$ cat config.mk
export PLATFORM = sky130hd
export DESIGN_NAME = alu_seq_flat
export DESIGN_NICKNAME = d
export VERILOG_FILES = /design/src/rtl/alu_seq_pkg.sv /design/src/rtl/alu_seq_if.sv /design/src/rtl/alu_seq_mul.sv /design/src/rtl/alu_seq.sv /design/src/flat_wrapper.sv
export SDC_FILE = /design/constraint.sdc
export NUM_CORES = 1
export LEC_CHECK = 0
export ABC_AREA = 1
export ABC_CLOCK_PERIOD_IN_PS = 2200
export BUFFER_PORTS_ARGS = -buffer_cell sky130_fd_sc_hd__buf_2
export CORE_AREA = 2 2 72 91
export DETAILED_ROUTE_END_ITERATION = 7
export DIE_AREA = 0 0 74 93
export GPL_TIMING_DRIVEN = 0
export SLEW_MARGIN = 5
export SYNTH_ARGS = -nofsm -noshare
export SYNTH_HDL_FRONTEND = slang
export SYNTH_SLANG_ARGS = --single-unit
$ cat constraint.sdc
create_clock -name clk -period 2.2 [get_ports clk]
set_input_delay 0.22 -clock clk [delete_from_list [all_inputs] [get_ports clk]]
set_output_delay 0.22 -clock clk [all_outputs]
set_load 0.02 [all_outputs]
$ cat src/rtl/alu_seq_pkg.sv
// Shared definitions for the alu_seq block: op-code constants and FSM state encoding.
// The iterative multiplier is only present when ALU_SEQ_MUL_EN is defined.
package alu_seq_pkg;

  localparam logic [2:0] OP_PASS = 3'b000;
  localparam logic [2:0] OP_ADD  = 3'b001;
  localparam logic [2:0] OP_SUB  = 3'b010;
  localparam logic [2:0] OP_MUL  = 3'b011;
  localparam logic [2:0] OP_AND  = 3'b100;
  localparam logic [2:0] OP_OR   = 3'b101;
  localparam logic [2:0] OP_XOR  = 3'b110;
  localparam logic [2:0] OP_RSV  = 3'b111;

  typedef enum logic {
    ST_IDLE = 1'b0,
    ST_MUL  = 1'b1
  } state_t;

endpackage

$ cat src/rtl/alu_seq_if.sv
// Operand/result handshake bundle for alu_seq.
// master = operand source and result sink; slave = the ALU itself.
interface alu_seq_if #(
  parameter int W = 8
);

  logic         in_valid;
  logic         in_ready;
  logic [2:0]   op;
  logic [W-1:0] a;
  logic [W-1:0] b;
  logic         ci;
  logic         out_valid;
  logic         out_ready;
  logic [W-1:0] y;
  logic [W-1:0] yh;
  logic         fz;
  logic         fn;
  logic         fc;
  logic         fv;

  modport master (
    output in_valid, op, a, b, ci, out_ready,
    input  in_ready, out_valid, y, yh, fz, fn, fc, fv
  );

  modport slave (
    input  in_valid, op, a, b, ci, out_ready,
    output in_ready, out_valid, y, yh, fz, fn, fc, fv
  );

endinterface

$ cat src/rtl/alu_seq_mul.sv
// Shift-add unsigned multiplier, one partial product per cycle, W steps per product.
// 'done' and 'p' are combinational views of the final step so the parent can
// capture the product on the same edge the last step completes.
// Only instantiated when ALU_SEQ_MUL_EN is defined.
module alu_seq_mul #(
  parameter int W  = 8,
  parameter int CW = 6
) (
  input  logic           clk,
  input  logic           reset,
  input  logic           start,
  input  logic [W-1:0]   a,
  input  logic [W-1:0]   b,
  output logic           done,
  output logic [2*W-1:0] p
);

  logic           busy;
  logic [CW-1:0]  cnt;
  logic [2*W-1:0] prod;
  logic [2*W-1:0] a_sh;
  logic [W-1:0]   b_sh;
  logic [2*W-1:0] addend;

  // Partial product for the current step: multiplicand already shifted to bit cnt.
  always_comb begin
    addend = b_sh[0] ? a_sh : '0;
    p      = prod + addend;
    done   = busy && (cnt == CW'(W - 1));
  end

  // Latch operands on start, then accumulate one multiplier bit per cycle.
  always_ff @(posedge clk) begin
    if (reset) begin
      busy <= 1'b0;
      cnt  <= '0;
      prod <= '0;
      a_sh <= '0;
      b_sh <= '0;
    end else if (start) begin
      busy <= 1'b1;
      cnt  <= '0;
      prod <= '0;
      a_sh <= {{W{1'b0}}, a};
      b_sh <= b;
    end else if (busy) begin
      prod <= p;
      a_sh <= a_sh << 1;
      b_sh <= b_sh >> 1;
      cnt  <= cnt + CW'(1);
      if (done) begin
        busy <= 1'b0;
      end
    end
  end

endmodule

$ cat src/rtl/alu_seq.sv
// Handshaked W-bit ALU with flags and a one-entry output register.
// Single-cycle ops: pass/add/sub/and/or/xor/reserved.
// Define ALU_SEQ_MUL_EN to enable the iterative multiply on op 011;
// otherwise op 011 behaves like the reserved op.
module alu_seq
  import alu_seq_pkg::*;
#(
  parameter int W  = 8,
  parameter int CW = 6
) (
  input logic      clk,
  input logic      reset,
  alu_seq_if.slave bus
);

  // The multiply counter must be able to count W steps.
  if ((2 ** CW) <= W) begin : g_bad_cw
    $error("alu_seq: CW too small for W");
  end

  state_t       state;
  logic         out_valid_q;
  logic [W-1:0] y_q;
  logic [W-1:0] yh_q;
  logic         fz_q;
  logic         fn_q;
  logic         fc_q;
  logic         fv_q;

  logic         in_xfer;
  logic         out_xfer;
  logic [W-1:0] res_y;
  logic         res_c;
  logic         res_v;
  logic [W:0]   sum;
  logic [W:0]   diff;

`ifdef ALU_SEQ_MUL_EN
  logic           mul_start;
  logic           mul_done;
  logic [2*W-1:0] mul_p;

  assign mul_start = in_xfer && (bus.op == OP_MUL);

  alu_seq_mul #(
    .W  (W),
    .CW (CW)
  ) u_mul (
    .clk   (clk),
    .reset (reset),
    .start (mul_start),
    .a     (bus.a),
    .b     (bus.b),
    .done  (mul_done),
    .p     (mul_p)
  );
`endif

  // Accept only when idle and the output slot is free or draining this cycle.
  assign bus.in_ready  = !reset && (state == ST_IDLE) && (!out_valid_q || bus.out_ready);
  assign in_xfer       = bus.in_valid && bus.in_ready;
  assign out_xfer      = out_valid_q && bus.out_ready;

  assign bus.out_valid = out_valid_q;
  assign bus.y         = y_q;
  assign bus.yh        = yh_q;
  assign bus.fz        = fz_q;
  assign bus.fn        = fn_q;
  assign bus.fc        = fc_q;
  assign bus.fv        = fv_q;

  // Single-cycle result and carry/overflow for the op presented on the bus.
  always_comb begin
    res_y = '0;
    res_c = 1'b0;
    res_v = 1'b0;
    sum   = '0;
    diff  = '0;
    case (bus.op)
      OP_PASS: res_y = bus.a;
      OP_ADD: begin
        sum   = {1'b0, bus.a} + {1'b0, bus.b} + {{W{1'b0}}, bus.ci};
        res_y = sum[W-1:0];
        res_c = sum[W];
        res_v = (bus.a[W-1] == bus.b[W-1]) && (sum[W-1] != bus.a[W-1]);
      end
      OP_SUB: begin
        diff  = {1'b0, bus.a} - {1'b0, bus.b} - {{W{1'b0}}, bus.ci};
        res_y = diff[W-1:0];
        res_c = diff[W];
        res_v = (bus.a[W-1] != bus.b[W-1]) && (diff[W-1] != bus.a[W-1]);
      end
      OP_AND:  res_y = bus.a & bus.b;
      OP_OR:   res_y = bus.a | bus.b;
      OP_XOR:  res_y = bus.a ^ bus.b;
      default: res_y = '0;
    endcase
  end

  // Control FSM and output register: load results, hold under back-pressure.
  always_ff @(posedge clk) begin
    if (reset) begin
      state       <= ST_IDLE;
      out_valid_q <= 1'b0;
      y_q         <= '0;
      yh_q        <= '0;
      fz_q        <= 1'b0;
      fn_q        <= 1'b0;
      fc_q        <= 1'b0;
      fv_q        <= 1'b0;
    end else begin
      case (state)
        ST_IDLE: begin
          if (in_xfer) begin
`ifdef ALU_SEQ_MUL_EN
            if (bus.op == OP_MUL) begin
              state       <= ST_MUL;
              out_valid_q <= 1'b0;
            end else begin
              y_q         <= res_y;
              yh_q        <= '0;
              fz_q        <= (res_y == '0);
              fn_q        <= res_y[W-1];
              fc_q        <= res_c;
              fv_q        <= res_v;
              out_valid_q <= 1'b1;
            end
`else
            y_q         <= res_y;
            yh_q        <= '0;
            fz_q        <= (res_y == '0);
            fn_q        <= res_y[W-1];
            fc_q        <= res_c;
            fv_q        <= res_v;
            out_valid_q <= 1'b1;
`endif
          end else if (out_xfer) begin
            out_valid_q <= 1'b0;
          end
        end
`ifdef ALU_SEQ_MUL_EN
        ST_MUL: begin
          if (mul_done) begin
            y_q         <= mul_p[W-1:0];
            yh_q        <= mul_p[2*W-1:W];
            fz_q        <= (mul_p == '0);
            fn_q        <= mul_p[2*W-1];
            fc_q        <= (mul_p[2*W-1:W] != '0);
            fv_q        <= 1'b0;
            out_valid_q <= 1'b1;
            state       <= ST_IDLE;
          end
        end
`endif
        default: state <= ST_IDLE;
      endcase
    end
  end

endmodule

$ cat src/flat_wrapper.sv
// flat-port wrapper written by rule: the top's interface ports become plain ports
module alu_seq_flat import alu_seq_pkg::*;
#(
  parameter int W  = 8,
  parameter int CW = 6
)
  (clk, reset, bus_in_valid, bus_op, bus_a, bus_b, bus_ci, bus_out_ready, bus_in_ready, bus_out_valid, bus_y, bus_yh, bus_fz, bus_fn, bus_fc, bus_fv);
  alu_seq_if #(.W(W)) bus_i ();
  input logic clk;
  input logic reset;
  input wire logic [$bits(bus_i.in_valid)-1:0] bus_in_valid;
  input wire logic [$bits(bus_i.op)-1:0] bus_op;
  input wire logic [$bits(bus_i.a)-1:0] bus_a;
  input wire logic [$bits(bus_i.b)-1:0] bus_b;
  input wire logic [$bits(bus_i.ci)-1:0] bus_ci;
  input wire logic [$bits(bus_i.out_ready)-1:0] bus_out_ready;
  output wire logic [$bits(bus_i.in_ready)-1:0] bus_in_ready;
  output wire logic [$bits(bus_i.out_valid)-1:0] bus_out_valid;
  output wire logic [$bits(bus_i.y)-1:0] bus_y;
  output wire logic [$bits(bus_i.yh)-1:0] bus_yh;
  output wire logic [$bits(bus_i.fz)-1:0] bus_fz;
  output wire logic [$bits(bus_i.fn)-1:0] bus_fn;
  output wire logic [$bits(bus_i.fc)-1:0] bus_fc;
  output wire logic [$bits(bus_i.fv)-1:0] bus_fv;
  assign bus_i.in_valid = bus_in_valid;
  assign bus_i.op = bus_op;
  assign bus_i.a = bus_a;
  assign bus_i.b = bus_b;
  assign bus_i.ci = bus_ci;
  assign bus_i.out_ready = bus_out_ready;
  assign bus_in_ready = bus_i.in_ready;
  assign bus_out_valid = bus_i.out_valid;
  assign bus_y = bus_i.y;
  assign bus_yh = bus_i.yh;
  assign bus_fz = bus_i.fz;
  assign bus_fn = bus_i.fn;
  assign bus_fc = bus_i.fc;
  assign bus_fv = bus_i.fv;
  alu_seq #(.W(W), .CW(CW)) u_core (.clk(clk), .reset(reset), .bus(bus_i));
endmodule
==> summary.md <==
| Metric | Value |
|---|---|
| Outcome | `finished, final reports clean` |
| First-pass GRT wire length | `8.85 mm` |
| Clock skew | `about 0.0023 ns` |
| Final worst slack | `roughly 0.27 ns` |
| Routed vias/inst | `4.62` |
| WL final | `around 5.1 mm` |
| P&R area growth vs syn | `18.0%` |
| Worst path required time | `2.37 ns` |
| Layout cells sized above 1 | `0.163` |
| Critical Path Source | `bus_b[5]` |
| RSZ-0062 raised after global routing | `no` |
| Final ANT Viol Nets | `0` |
| Vias in the first global route | `roughly 2,100` |
| Clk Latency, worst-skew pair | `approximately 0.24 ns` |
| Worst setup path end | `u_core.bus.fz$_SDFFE_PP0P_` |
| Count of cell types in the netlist | `28` |
| Xor/xnor cell area share of the yosys netlist | `0.00427` |
| Ports | `between 40 and 50` |
| Synth Area in Simple Gates | `0.389` |
| Final period util | `0.879` |
| Worst-case clock buffer depth | `2` |
| Post-route cell area | `2420 sq um` |
| Largest family of logic cells by synthesized area | `simple AND/OR/NAND/NOR gates` |
| Min Clock Period, post-route | `around 1.9 ns` |
| # diodes | `0` |
| Reg-to-reg slack, setup | `around 0.56 ns` |
| Seq cells post-synth | `12` |
| Die width | `74 um` |
| Gpl congestion | `between 0.8 and 0.9` |
| CP startpoint kind | `primary input` |
| Max Clk Rate | `slightly above 500 MHz` |
| Cell Area, Placed | `about 2400 sq um` |
| Mapped Area | `2050 sq um` |
| Hold-fix buffers, CTS | `0` |
| Pin count of the biggest net entering global routing | `11` |
| CTS resizes | `0` |
| DR iter-0 viols | `97` |
| Slew @ Worst Pin | `0.652 ns` |
| Total CTS buffers | `3` |
| VDD IR max | `between 200 and 250 uV` |
| Final Max Slew Viols | `0` |
| Post-CTS setup buffer count | `0` |
| TritonCTS clock tree | `built` |
| Final Setup Violations | `0` |
| # DRC | `0` |
| GRT Residual Overflow | `0` |
| Tot Pwr | `roughly 0.95 mW` |
| 1st-pass router iterations | `4` |
| Clk Tree Root Cell | `clkbuf_8` |
| Adder-cell share of the synthesized area | `0.222` |
| Non-filler cells, final | `between 400 and 500` |
| Footprint of the multi-input gates | `between 1500 and 2000 sq um` |
| Core Footprint | `between 6000 and 7000 sq um` |
| PwrDens | `392 nW/um^2` |
| Total global-route track usage | `0.159` |
| Leakage | `approximately 1.4 nW` |
| Dominant cell type by area after synthesis | `ha_1` |
| Worst Setup End Kind | `flip-flop` |
| Synth top area cells | `ha_1, nand2_1, inv_1` |
| R2R depth | `7` |
| Most common cell after layout, fill and taps aside | `nand2_1` |
| Synth top area share | `0.183` |
| Fin util | `0.400` |
| Syn. warnings | `0` |
| Syn_area_per_cell | `5.93 sq um` |
| Hold_ws | `between 0.2 and 0.25 ns` |
| Commonest non-fill, non-tap cells in the layout | `nand2_1, inv_1, buf_2` |
| Clk sink count | `12` |
| R2R Path End | `u_core.bus.y[0]$_SDFFE_PP0P_` |
| Post-Syn Instances | `346` |
| Worst r2r src | `u_core.bus.out_valid$_SDFFE_PP0P_` |
| Setup_tns | `0 ns` |
| Vias | `~2,200` |
| Initial antenna violation count | `0` |
| Clk slew on worst S/H paths | `roughly 0.050 ns` |
| Compound-cell area share of the yosys netlist | `0.0940` |
| Final #Nets | `between 400 and 500` |
| Rel. slew slack | `0.563` |
| # H-tree levels | `1` |
| Max Cap Viol | `0` |
| Routed WL per cell | `approximately 11 um` |
| Dpl hpwl | `4.30 mm` |
| Hold Violations, Final | `0` |
| Filler cells | `~680` |
| Worst Path Arrival | `around 2.1 ns` |
| Die height | `just over 90 um` |
| Crit path kind | `primary input to flip-flop` |
| IO Port Bufs | `36` |
| CP max FO | `6` |
| Placement Rows | `32` |
| Place WS | `-0.0582 ns` |
| Initial Util | `0.339` |
| Placed Cells | `474` |
| Hold Crit Class | `primary input to flip-flop` |
| Register area share after synthesis | `0.117` |
| Sequential cell area | `between 200 and 250 sq um` |
| Die Area | `between 6000 and 7000 sq um` |
| Post-synthesis mux area share | `0` |
## worst min-delay path by stage
stage	from	end	slack [ns]	depth (start not counted)
after floorplan	reset	u_core.bus.fv$_SDFFE_PP0P_	0.39	3
after global placement	u_core.bus.y[6]$_SDFFE_PP0P_	u_core.bus.y[6]$_SDFFE_PP0P_	0.45	2
after detailed placement	u_core.bus.y[6]$_SDFFE_PP0P_	u_core.bus.y[6]$_SDFFE_PP0P_	0.45	2
after CTS	bus_out_ready	u_core.bus.out_valid$_SDFFE_PP0P_	0.24	4
after global routing	bus_in_valid	u_core.bus.out_valid$_SDFFE_PP0P_	0.30	3
final	bus_out_ready	u_core.bus.out_valid$_SDFFE_PP0P_	0.25	4
## state kept, by name (all words and copies together), names as in the netlist
register              flops
u_core.bus.fv             1
u_core.bus.y              7
u_core.bus.fz             1
u_core.bus.out_valid      1
u_core.bus.fc             1
u_core.bus.fn             1
## area by class of cell
class                           instances  share of cell area
Multi-Input combinational cell        258               0.620
Inverter                               69               0.107
Clock buffer                            3              0.0171
Buffer                                 14              0.0383
Tap cell                               85              0.0440
Sequential cell                        12              0.0993
Timing Repair Buffer                   36              0.0745
## layer usage
metal,global-route usage,up-vias,part of all wire
met4,0.0712,0,0.036
met3,0.00970,17,0.042
met1,0.200,961,0.46
met5,0,-,0
li1,-,1173,-
met2,0.272,53,0.46
## synthesized netlist by cell type (all sizes together)
cell type   n
nand3      38
ha         30
o21bai      1
o21a        1
or2         1
dfxtp      12
conb        1
nor2       38
o21ai      10
nand3b      3
inv        69
a21oi      14
nand4      11
clkbuf      2
nor3        3
buf        12
xor2        1
a21boi      1
nand2      86
fa          4
a31oi       1
o22ai       7
## where the power goes
group | internal, mW | switching, mW | total, mW
logic | 0.188 | 0.325 | 0.513
registers | 0.233 | 0.00667 | 0.240
clock network | 0.120 | 0.0759 | 0.196
total | 0.542 | 0.407 | 0.949
## critical path, cell delays in order
cell	delay [ns]
buf_2	0.11
inv_1	0.05
ha_1	0.36
ha_1	0.39
nand2_1	0.12
inv_1	0.04
a21oi_1	0.17
nand3_1	0.14
nand3_1	0.10
nand2_1	0.07
nor2_1	0.12
nand3_1	0.09
a21oi_1	0.12
## kinds of logic (layout without fill, tap and decap cells)
kind of cell    count (synthesis)  count (layout)
flops                          12              12
xor+xnor                        1               1
compound gates                 35              35
fa+ha+maj                      34              34
other cells                     1               8
buf+inv                        83             122
simple gates                  180             180
Power figures use the tool's default switching activity.
